**config.mk**
```make
export PLATFORM = sky130hd
export DESIGN_NAME = bram_sample_streamer
export DESIGN_NICKNAME = d
export VERILOG_FILES = /design/src/rtl/bram_sample_streamer.sv
export SDC_FILE = /design/constraint.sdc
export NUM_CORES = 1
export LEC_CHECK = 0
export ABC_AREA = 1
export ABC_CLOCK_PERIOD_IN_PS = 5500
export CAP_MARGIN = 40
export CORE_UTILIZATION = 61
export CTS_BUF_LIST = sky130_fd_sc_hd__clkbuf_16
export CTS_CLUSTER_SIZE = 20
export DETAILED_ROUTE_END_ITERATION = 12
export DONT_BUFFER_PORTS = 1
export PLACE_DENSITY = 0.78
export SLEW_MARGIN = 20
export SYNTH_ARGS = -nofsm -noshare
export SYNTH_HDL_FRONTEND = slang
export SYNTH_SLANG_ARGS = --single-unit
```
**constraint.sdc**
```tcl
create_clock -name i_strm_clk -period 5.5 [get_ports i_strm_clk]
set_clock_uncertainty 0.2 [all_clocks]
set_input_delay 1.1 -clock i_strm_clk [delete_from_list [all_inputs] [get_ports i_strm_clk]]
set_output_delay 1.1 -clock i_strm_clk [all_outputs]
set_load 0.01 [all_outputs]
```
**src/rtl/bram_sample_streamer.sv**
```systemverilog
// Streams NUM_SAMPLES words from a one-cycle-latency ROM as a valid/ready stream,
// single pass or looping, through a 2-entry skid FIFO that absorbs the read latency.
module bram_sample_streamer #(
  parameter int unsigned WIDTH       = 16,
  parameter int unsigned DEPTH       = 101,
  parameter int unsigned LEN         = $clog2(DEPTH),
  parameter int unsigned NUM_SAMPLES = 8,
  parameter int unsigned BASE_ADDR   = 0
) (
  input  logic             i_strm_clk,
  input  logic             i_strm_rst,
  input  logic             i_strm_start,
  input  logic             i_strm_stop,
  input  logic             i_strm_loop,
  output logic             o_strm_bram_rden,
  output logic [LEN-1:0]   o_strm_bram_addr,
  input  logic [WIDTH-1:0] i_strm_bram_data,
  output logic [WIDTH-1:0] o_strm_data,
  output logic             o_strm_valid,
  input  logic             i_strm_ready,
  output logic             o_strm_busy,
  output logic             o_strm_done
);

  localparam int unsigned    CW       = $clog2(NUM_SAMPLES + 1);
  localparam logic [CW-1:0]  NumCnt   = CW'(NUM_SAMPLES);
  localparam logic [CW-1:0]  LastAcc  = CW'(NUM_SAMPLES - 1);
  localparam logic [LEN-1:0] BaseAddr = LEN'(BASE_ADDR);
  localparam logic [LEN-1:0] LastAddr = LEN'(BASE_ADDR + NUM_SAMPLES - 1);

  typedef enum logic [1:0] {StIdle, StStream, StDrain} state_e;

  state_e           state_q;
  logic             loop_q;
  logic             inflight_q;
  logic             done_q;
  logic [CW-1:0]    issue_cnt_q;
  logic [CW-1:0]    accept_cnt_q;
  logic [LEN-1:0]   addr_q;
  logic [WIDTH-1:0] mem_q [2];
  logic             wr_ptr_q;
  logic             rd_ptr_q;
  logic [1:0]       occ_q;

  logic pop;
  logic rden;

  // Only issue a read if the word will have a FIFO slot when it returns.
  always_comb begin
    pop  = (occ_q != 2'd0) && i_strm_ready;
    rden = (state_q == StStream) && (loop_q || (issue_cnt_q < NumCnt)) &&
           (({1'b0, occ_q} + {2'b0, inflight_q}) < (3'd2 + {2'b0, pop}));
  end

  always_ff @(posedge i_strm_clk) begin
    if (i_strm_rst) begin
      state_q      <= StIdle;
      loop_q       <= 1'b0;
      inflight_q   <= 1'b0;
      done_q       <= 1'b0;
      issue_cnt_q  <= '0;
      accept_cnt_q <= '0;
      addr_q       <= BaseAddr;
      mem_q[0]     <= '0;
      mem_q[1]     <= '0;
      wr_ptr_q     <= 1'b0;
      rd_ptr_q     <= 1'b0;
      occ_q        <= 2'd0;
    end else begin
      done_q     <= 1'b0;
      inflight_q <= rden;
      if (rden) begin
        addr_q <= (addr_q == LastAddr) ? BaseAddr : addr_q + 1'b1;
        if (!loop_q) issue_cnt_q <= issue_cnt_q + 1'b1;
      end
      if (inflight_q) begin
        mem_q[wr_ptr_q] <= i_strm_bram_data;
        wr_ptr_q        <= ~wr_ptr_q;
      end
      if (pop) begin
        rd_ptr_q <= ~rd_ptr_q;
        if (!loop_q) accept_cnt_q <= accept_cnt_q + 1'b1;
      end
      occ_q <= occ_q + {1'b0, inflight_q} - {1'b0, pop};

      unique case (state_q)
        StIdle: begin
          if (i_strm_start) begin
            state_q      <= StStream;
            loop_q       <= i_strm_loop;
            issue_cnt_q  <= '0;
            accept_cnt_q <= '0;
            addr_q       <= BaseAddr;
          end
        end
        StStream, StDrain: begin
          // Stop overrides everything: flush buffered data and drop the returning word.
          if (i_strm_stop) begin
            state_q    <= StIdle;
            inflight_q <= 1'b0;
            occ_q      <= 2'd0;
            wr_ptr_q   <= 1'b0;
            rd_ptr_q   <= 1'b0;
          end else if (state_q == StStream) begin
            if (!loop_q && (issue_cnt_q == NumCnt)) state_q <= StDrain;
          end else if (pop && (accept_cnt_q == LastAcc)) begin
            state_q <= StIdle;
            done_q  <= 1'b1;
          end
        end
        default: state_q <= StIdle;
      endcase
    end
  end

  assign o_strm_bram_rden = rden;
  assign o_strm_bram_addr = addr_q;
  assign o_strm_valid     = (occ_q != 2'd0);
  assign o_strm_data      = (occ_q != 2'd0) ? mem_q[rd_ptr_q] : '0;
  assign o_strm_busy      = (state_q != StIdle);
  assign o_strm_done      = done_q;

endmodule

```
Word-level counts from Yosys, hierarchy flattened. Memory sizes are Yosys's and may differ from the RTL's. A register that Yosys moved wholly into a read port is not among the register bits. Cells that the tools add are included.

Register bits after elaboration: 24. Latch bits: 0. RAM bits: 32. Bits in read-only memories: 0. Input port bits: 22. Word-level logic and storage cells: 85. Memories: 1.

Memories: mem_q (words 2, width 16, rd ports 1, clocked after memory_dff 1, wr ports 2, RTL line 40) `logic [WIDTH-1:0] mem_q [2];`.

Add/sub/neg operators: 7. $mul: 0. Divide/modulo/power cells: 0. Order comparisons: 2. Eq/ne operators: 8. Shifts and indexed selects: 0. Multiplexer cells: 39. Bitwise operators: 3. Reduce and logical (&&, ||, !) cells: 15.

Operators by type and width (count): two-way mux 16 bit (2); two-way mux 4 bit (8); two-way mux 7 bit (4); two-way mux 1 bit (17); OR reduction 16 bit (1); two-way mux 2 bit (7); adder 4 x 1 -> 4 bit, second input constant (2); inequality test 4 bit, second input constant (2); adder 7 x 1 -> 7 bit, second input constant (1); == test 7 x 3 -> 1 bit, second input constant (1); logical AND 1 bit (5); == test 4 x 3 -> 1 bit, second input constant (1); == test 4 bit, second input constant (1); < comparator 4 bit, second input constant (1); case mux 2 bit (2 select lines) (1); nonzero test 2 bit (2); OR reduction 4 bit (1); adder 2 x 1 -> 3 bit (1); adder 2 x 1 -> 3 bit, first input constant (1); < comparator 3 bit (1); inverter 1 bit (3); AND reduction 3 bit (1); adder 2 x 1 -> 2 bit (1); == test 2 x 1 -> 1 bit, second input constant (1); other kinds (8) (8).

Depth between registers and ports, before layout. Gate-level depths: netlist (run 1).

Word-level depth: 8. Depth in mapped cells: 9. Depth with buffers taken out: 9.

Least setup slack after synthesis (run 1). OpenSTA, ideal clock, no wires.

Path kind: in2out. Start: in i_strm_ready. End: out o_strm_bram_rden. Data arrival time: 1466 ps. Required time: 4200 ps. Path slack: 2734 ps. Stages on the path: 4. Cell sequence: nand3_4 > nand2_4 > nand2_4 > nor2_4.

Word-level cells in the longest chain between the ends: 4.

Ends and longest elaborated chain: start, declared (RTL line 20) `input logic i_strm_ready,`; logical AND 1 bit (RTL line 50) `pop = (occ_q != 2'd0) && i_strm_ready;`; adder 2 x 1 -> 3 bit (RTL line 52) `(({1'b0, occ_q} + {2'b0, inflight_q}) < (3'd2 + {2'b0, pop}));`; < comparator 3 bit (RTL line 52); logical AND 1 bit (RTL line 51) `rden = (state_q == StStream) && (loop_q || (issue_cnt_q < NumCnt)) &&`; end, declared (RTL line 15) `output logic o_strm_bram_rden,`.

Every way passes these cells.

==> results.sh, run 1 <==
export IMPL_routed_wl_met3_um=194
export IMPL_io_pin_count=49
export IMPL_clock_sink_count=56
export IMPL_ant_nets=0
export IMPL_post_synth_fa_ha_maj_area_fraction_pct=5.28
export IMPL_cts_buffer_depth=2
export IMPL_outcome="complete, no violations"
export IMPL_post_synth_cell_area_avg_sq_um=8.31
export IMPL_netlist_top_cells_area="sky130_fd_sc_hd__edfxtp_1 (34%), sky130_fd_sc_hd__dfxtp_1 (17%), sky130_fd_sc_hd__nand2_1 (11%), sky130_fd_sc_hd__nor2_1 (7.9%), sky130_fd_sc_hd__inv_1 (6.5%)"
export IMPL_synth_seq_area_share_pct=50.7
export IMPL_synthesis_yosys_warnings=0
export IMPL_final_max_slew_violation_count=0
export IMPL_power_leakage_uw=0.00132
export IMPL_root_buffer="sky130_fd_sc_hd__clkbuf_16"
export IMPL_timing_critical_path_fanout_max=17
export IMPL_hold_path_class="register to register"
export IMPL_io_buffer_count=0
export IMPL_start_kind="register"
export IMPL_wl_met2_um=2730
export IMPL_setup_worst_path_class="register to primary output"
export IMPL_synthMuxAreaShare_pct=0
export IMPL_ir_drop_v=0.000219
export IMPL_grt_start_max_net_pins=18
export IMPL_synth_top_family_by_area="simple AND/OR/NAND/NOR gates"
export IMPL_netlist_area_sq_mm=0.00284
export IMPL_insertedDiodeCount=0
export IMPL_timing_critical_path_required_ns=4.20
export IMPL_min_period_over_period_pct=57.9
export IMPL_worstMarginPinSlew_ns=0.707
export IMPL_placement_rows=24
export IMPL_setup_violating_endpoint_count_in_the_final_report=0
export IMPL_hold_ws_ns=0.272
export IMPL_post_synth_top_area_cell="sky130_fd_sc_hd__edfxtp_1"
export IMPL_detail_route_wirelength_um=5190
export IMPL_final_net_count=377
export IMPL_die_width_um=70.3
export IMPL_grt_total_usage_pct=22.1
export IMPL_post_dp_hpwl_um=3770
export IMPL_synth_xor_area_share_pct=1.23
export IMPL_die_area_sq_mm=0.00494
export IMPL_hold_buffers=0
export IMPL_cts_repair_resized=0
export IMPL_relSlewSlack_pct=52.8
export IMPL_synth_simple_gate_area_share_pct=28.0
export IMPL_gpl_final_weighted_congestion=0.858
export IMPL_initial_utilization_pct=64.4
export IMPL_number_of_violations_of_the_max_capacitance_limit=0
export IMPL_grt_residual_overflow=0
export IMPL_synth_lib_cells_used_distinct=28
export IMPL_worstSetupEndpointType="primary output"
export IMPL_grt_antenna_before_repair=0
export IMPL_dr_pass1_iters=4
export IMPL_cp_arrival_ns=1.88
export IMPL_wl_per_cell_um=13.1
export IMPL_drt_initial_drc_count=170
export IMPL_drcViolationCount=0
export IMPL_clkSlewWorstSetupHoldPaths_ns=0.07
export IMPL_power_per_cell_area_mw_per_mm2=433
export IMPL_complex_gate_fraction_of_the_synthesized_area_pct=6.56
export IMPL_rsz0062_at_grt="false"
export IMPL_floorplan_core_area_sq_mm=0.00441
export IMPL_post_cts_setup_buffer_count=0
export IMPL_dr_total_vias=2097
export IMPL_die_height_um=70.3
export IMPL_fin_tns_setup_ns=0
export IMPL_drive_gt1_share_pct=6.98
export IMPL_grt_pass1_vias=1945
export IMPL_synth_cells=342
export IMPL_wl_met1_um=2190
export IMPL_worst_skew_pair_late_latency_ns=0.29
export IMPL_tritoncts="yes"
export IMPL_synth_net_count=376
export IMPL_synthToLayoutAreaGrowth_pct=7.09
export IMPL_vias_cell=5.30
export IMPL_yosysTopAreaCellShare_pct=33.8
export IMPL_synth_seq_cells=56
export IMPL_final_hold_violation_count=0
export IMPL_cts_htree_levels=2
export IMPL_period_needed_ns=3.18
export IMPL_number_of_buffers_created_by_cts=5
export IMPL_highest_clock_frequency_the_design_can_meet_ghz=0.314
export IMPL_first_pass_grt_wire_length_um=8450
export IMPL_top_layer="met4"
cells by family (layout without fill, tap and decap cells):
family,Yosys count,in the layout
compound gates,34,34
simple gates,175,175
xor+xnor,4,4
fa+ha+maj,12,12
buf+inv,61,63
flops,56,56
metrics by stage:
step	setup slack [ns]	std cells	utilization [%]	area, sq um	total power (uW)
floorplan	2.73	342	-	2840	903
global placement	2.46	388	65.2	2880	969
detailed placement	2.40	388	65.2	2880	983
CTS	2.29	396	68.9	3040	1330
global route	2.17	396	68.9	3040	1400
finish	2.32	396	68.9	3040	1320
registers in the layout, summed over array words and instances (netlist names):
signal and cells:
inflight_q 1, state_q 2, wr_ptr_q 1, loop_q 1, rd_ptr_q 1, occ_q 2
accept_cnt_q 4, o_strm_done 1, o_strm_bram_addr 7, mem_q 32, issue_cnt_q 4
power by group:
part	internal, uW	total, uW	switching (uW)
clock network	212	348	136
registers	501	552	51.6
logic	129	418	289
layout by cell type (no fill, tap or decap), types with 7 or more instances in the layout:
cell type	instances
sky130_fd_sc_hd__nand2_1	80
sky130_fd_sc_hd__nor2_1	60
sky130_fd_sc_hd__inv_1	50
sky130_fd_sc_hd__edfxtp_1	32
sky130_fd_sc_hd__a21oi_1	24
sky130_fd_sc_hd__dfxtp_1	24
sky130_fd_sc_hd__ha_1	12
sky130_fd_sc_hd__nand4_1	9
sky130_fd_sc_hd__nand3_1	8
sky130_fd_sc_hd__o21ai_0	7
cell usage after synthesis:
cell / number
sky130_fd_sc_hd__clkbuf_1: 2
sky130_fd_sc_hd__nor2_4: 2
sky130_fd_sc_hd__nor2_8: 1
sky130_fd_sc_hd__a21oi_2: 1
sky130_fd_sc_hd__o21ai_4: 1
sky130_fd_sc_hd__ha_1: 12
sky130_fd_sc_hd__buf_2: 4
sky130_fd_sc_hd__nor3_1: 5
sky130_fd_sc_hd__nand4_1: 9
sky130_fd_sc_hd__o21ai_0: 7
sky130_fd_sc_hd__a21oi_1: 24
sky130_fd_sc_hd__o22ai_1: 1
sky130_fd_sc_hd__nand3_1: 8
sky130_fd_sc_hd__xor2_1: 3
sky130_fd_sc_hd__xnor2_1: 1
sky130_fd_sc_hd__dfxtp_1: 24
sky130_fd_sc_hd__inv_2: 3
sky130_fd_sc_hd__nand3b_1: 1
sky130_fd_sc_hd__nand3_4: 2
sky130_fd_sc_hd__nand2_1: 80
sky130_fd_sc_hd__nand2_4: 3
sky130_fd_sc_hd__inv_1: 49
sky130_fd_sc_hd__nand3_2: 1
sky130_fd_sc_hd__nor2_1: 60
sky130_fd_sc_hd__nand2_2: 1
sky130_fd_sc_hd__clkinv_1: 3
sky130_fd_sc_hd__edfxtp_1: 32
sky130_fd_sc_hd__or2_2: 2
critical path, cell delays in order, from the launching register on:
cell and delay (ns):
sky130_fd_sc_hd__dfxtp_1 0.66, sky130_fd_sc_hd__clkinv_1 0.59, sky130_fd_sc_hd__nand2_1 0.21, sky130_fd_sc_hd__a21oi_1 0.13
metal layers:
layer | track usage [%] | up-vias
met2 | 39.6 | 39
met5 | 0 | -
met1 | 25.6 | 961
met4 | 6.22 | 0
met3 | 6.06 | 8
li1 | - | 1089
area by class of cell:
cell class / count / area (sq um)
sequential: 56 / 1440
tap: 52 / 65.1
clock inverter: 3 / 38.8
clock buffer: 5 / 125
inverter: 55 / 206
fill: 378 / 1370
multi-input combinational: 225 / 1170
worst paths after layout:
kind	cells past startpoint	from	end	slack, ns
max	3	rd_ptr_q$_SDFF_PP0_	o_strm_data[0]	2.32
min	2	accept_cnt_q[3]$_SDFF_PP0_	accept_cnt_q[3]$_SDFF_PP0_	0.27
max reg2reg	2	inflight_q$_SDFF_PP0_	mem_q[1][1]$_SDFFCE_PN0P_	3.28
min reg2reg	2	accept_cnt_q[3]$_SDFF_PP0_	accept_cnt_q[3]$_SDFF_PP0_	0.27
(Power assumes the default switching activity.)
==> run 2: changes to the inputs <==
--- a/config.mk
+++ b/config.mk
@@ -6,7 +6,7 @@
 export NUM_CORES = 1
 export LEC_CHECK = 0
 export ABC_AREA = 1
-export ABC_CLOCK_PERIOD_IN_PS = 5500
+export ABC_CLOCK_PERIOD_IN_PS = 3250
 export CAP_MARGIN = 40
 export CORE_UTILIZATION = 61
 export CTS_BUF_LIST = sky130_fd_sc_hd__clkbuf_16
==> constraint.sdc (replaced) <==
create_clock -name i_strm_clk -period 3.25 [get_ports i_strm_clk]
set_clock_uncertainty 0.2 [all_clocks]
set_input_delay 0.65 -clock i_strm_clk [delete_from_list [all_inputs] [get_ports i_strm_clk]]
set_output_delay 0.65 -clock i_strm_clk [all_outputs]
set_load 0.01 [all_outputs]
==> run 2 against run 1 <==
Compared with the run above:
- die area stayed put
- critical endpoint is now o_strm_bram_rden
- sequential power rose by 67%
- register-to-register slack lost 2.1 ns
- highest routed layer unchanged
- final cell count is 0.51% higher
==> results.sh, run 2 (synthesis gave the netlist of run 1 again) <==
export IMPL_crit_chain="ha_1 > ha_1 > clkinv_1 > nand2_4 > nor2_4"
export IMPL_power_leakage_uw=0.00134
export IMPL_layout_commonest_cell="sky130_fd_sc_hd__nand2_1"
export IMPL_number_of_buffers_created_by_cts=5
export IMPL_die_height_um=70.3
export IMPL_rsz0062_at_grt="false"
export IMPL_grt_antenna_before_repair=0
export IMPL_insertedDiodeCount=0
export IMPL_layout_filler_cells=350
export IMPL_first_pass_grt_wire_length_um=9230
export IMPL_grt_residual_overflow=0
export IMPL_grt_total_usage_pct=23.7
export IMPL_die_width_um=70.3
export IMPL_worst_skew_pair_late_latency_ns=0.29
export IMPL_detail_route_wirelength_um=5420
export IMPL_final_net_count=380
export IMPL_worstMarginPinSlew_ns=0.698
export IMPL_synthToLayoutAreaGrowth_pct=8.63
export IMPL_drcViolationCount=0
export IMPL_root_buffer="sky130_fd_sc_hd__clkbuf_16"
export IMPL_finish_instance_area_sq_mm=0.00309
export IMPL_hold_buffers=0
export IMPL_cts_repair_resized=0
export IMPL_io_buffer_count=0
export IMPL_cp_arrival_ns=1.59
export IMPL_fin_tns_setup_ns=0
export IMPL_hold_path_class="primary input to register"
export IMPL_die_area_sq_mm=0.00494
export IMPL_vias_cell=5.32
export IMPL_initial_utilization_pct=64.4
export IMPL_relSlewSlack_pct=53.3
export IMPL_clkSlewWorstSetupHoldPaths_ns=0.07
export IMPL_largest_register="mem_q"
export IMPL_drive_gt1_share_pct=7.80
export IMPL_min_period_over_period_pct=75.0
export IMPL_number_of_violations_of_the_max_capacitance_limit=0
export IMPL_placement_rows=24
export IMPL_final_hold_violation_count=0
export IMPL_final_util_pct=69.9
export IMPL_dr_pass1_iters=4
export IMPL_wl_per_cell_um=13.6
export IMPL_cts_htree_levels=2
export IMPL_placed_area_sq_mm=0.00290
export IMPL_clock_sink_count=56
export IMPL_largest_register_ff_count=32
export IMPL_grt_start_max_net_pins=18
export IMPL_power_per_cell_area_mw_per_mm2=754
export IMPL_gpl_final_weighted_congestion=0.801
export IMPL_setup_worst_path_class="register to primary output"
export IMPL_ant_nets=0
export IMPL_period_needed_ns=2.44
export IMPL_highest_delay_cell_along_the_critical_path="sky130_fd_sc_hd__dfxtp_1"
export IMPL_ir_drop_v=0.000357
export IMPL_start_kind="register"
export IMPL_post_dp_hpwl_um=3820
export IMPL_timing_critical_path_fanout_max=9
export IMPL_cts_buffer_depth=2
export IMPL_outcome="complete, no violations"
export IMPL_tritoncts="yes"
export IMPL_critical_path_top_cell_by_count="sky130_fd_sc_hd__ha_1"
export IMPL_timing_critical_path_required_ns=2.40
export IMPL_io_pin_count=49
export IMPL_critical_path_max_stage_delay_ns=0.42
export IMPL_post_cts_setup_buffer_count=0
export IMPL_drt_initial_drc_count=95
export IMPL_setup_violating_endpoint_count_in_the_final_report=0
export IMPL_final_max_slew_violation_count=0
export IMPL_floorplan_core_area_sq_mm=0.00441
export IMPL_highest_clock_frequency_the_design_can_meet_ghz=0.410
export IMPL_final_cell_mix="sky130_fd_sc_hd__nand2_1 (80), sky130_fd_sc_hd__nor2_1 (60), sky130_fd_sc_hd__inv_1 (49)"
export IMPL_dr_total_vias=2118
export IMPL_worstSetupEndpointType="primary output"
export IMPL_grt_pass1_vias=2092
## run 2: cell types whose count changed in the layout (fill, tap and decap cells not counted)
cell                        before  now
sky130_fd_sc_hd__clkinv_2        1    0
sky130_fd_sc_hd__inv_1          50   49
sky130_fd_sc_hd__buf_4           0    3
sky130_fd_sc_hd__bufinv_16       1    2
## run 2: worst paths after layout
kind	cells past startpoint	startpoint	endpoint	slack, ns
max	5	inflight_q$_SDFF_PP0_	o_strm_bram_rden	0.81
min	1	i_strm_rst	state_q[1]$_SDFFE_PP0P_	0.23
max reg2reg	7	occ_q[1]$_SDFF_PP0_	occ_q[1]$_SDFF_PP0_	1.20
min reg2reg	2	accept_cnt_q[3]$_SDFF_PP0_	accept_cnt_q[3]$_SDFF_PP0_	0.28
## run 2: layer usage
| layer | vias up | GRT usage, % | share of wire [%] |
|---|---|---|---|
| met2 | 54 | 45.0 | 54 |
| met4 | 0 | 6.22 | 1.3 |
| li1 | 1088 | - | - |
| met5 | - | 0 | 0 |
| met1 | 967 | 26.0 | 40 |
| met3 | 9 | 5.48 | 4.2 |
## run 2: cell type report
| type | count | area (sq um) | share of cell area (%) |
|---|---|---|---|
| clock buffer | 5 | 125 | 4.05 |
| clock inverter | 2 | 60.1 | 1.95 |
| inverter | 55 | 206 | 6.69 |
| multi-input combinational | 225 | 1170 | 37.8 |
| sequential | 56 | 1440 | 46.7 |
| tap | 52 | 65.1 | 2.11 |
| timing repair buffer | 3 | 22.5 | 0.730 |
## run 2: metrics by stage
step | std cells | power, uW | setup slack (ns) | hold WS [ns]
finish | 398 | 2330 | 0.811 | 0.228
global route | 398 | 2470 | 0.667 | 0.222
CTS | 398 | 2350 | 0.795 | 0.227
detailed placement | 391 | 1680 | 0.930 | 0.259
global placement | 391 | 1650 | 0.985 | 0.254
floorplan | 342 | 1530 | 1.13 | 0.239
## run 2: critical path, delay by kind of cell, from the launching register on
| family | cells | cell delay, ns |
|---|---|---|
| DFF | 1 | 0.42 |
| adders and majority gates | 2 | 0.35 |
| buffers and inverters | 1 | 0.30 |
| and+or+nand+nor | 2 | 0.24 |
## run 2: report_power, final
part           total [uW]  switching (uW)  leakage, uW  internal (uW)
sequential            921            74.0     0.000526            847
clock                 668             231    0.0000899            437
combinational         738             514     0.000722            224
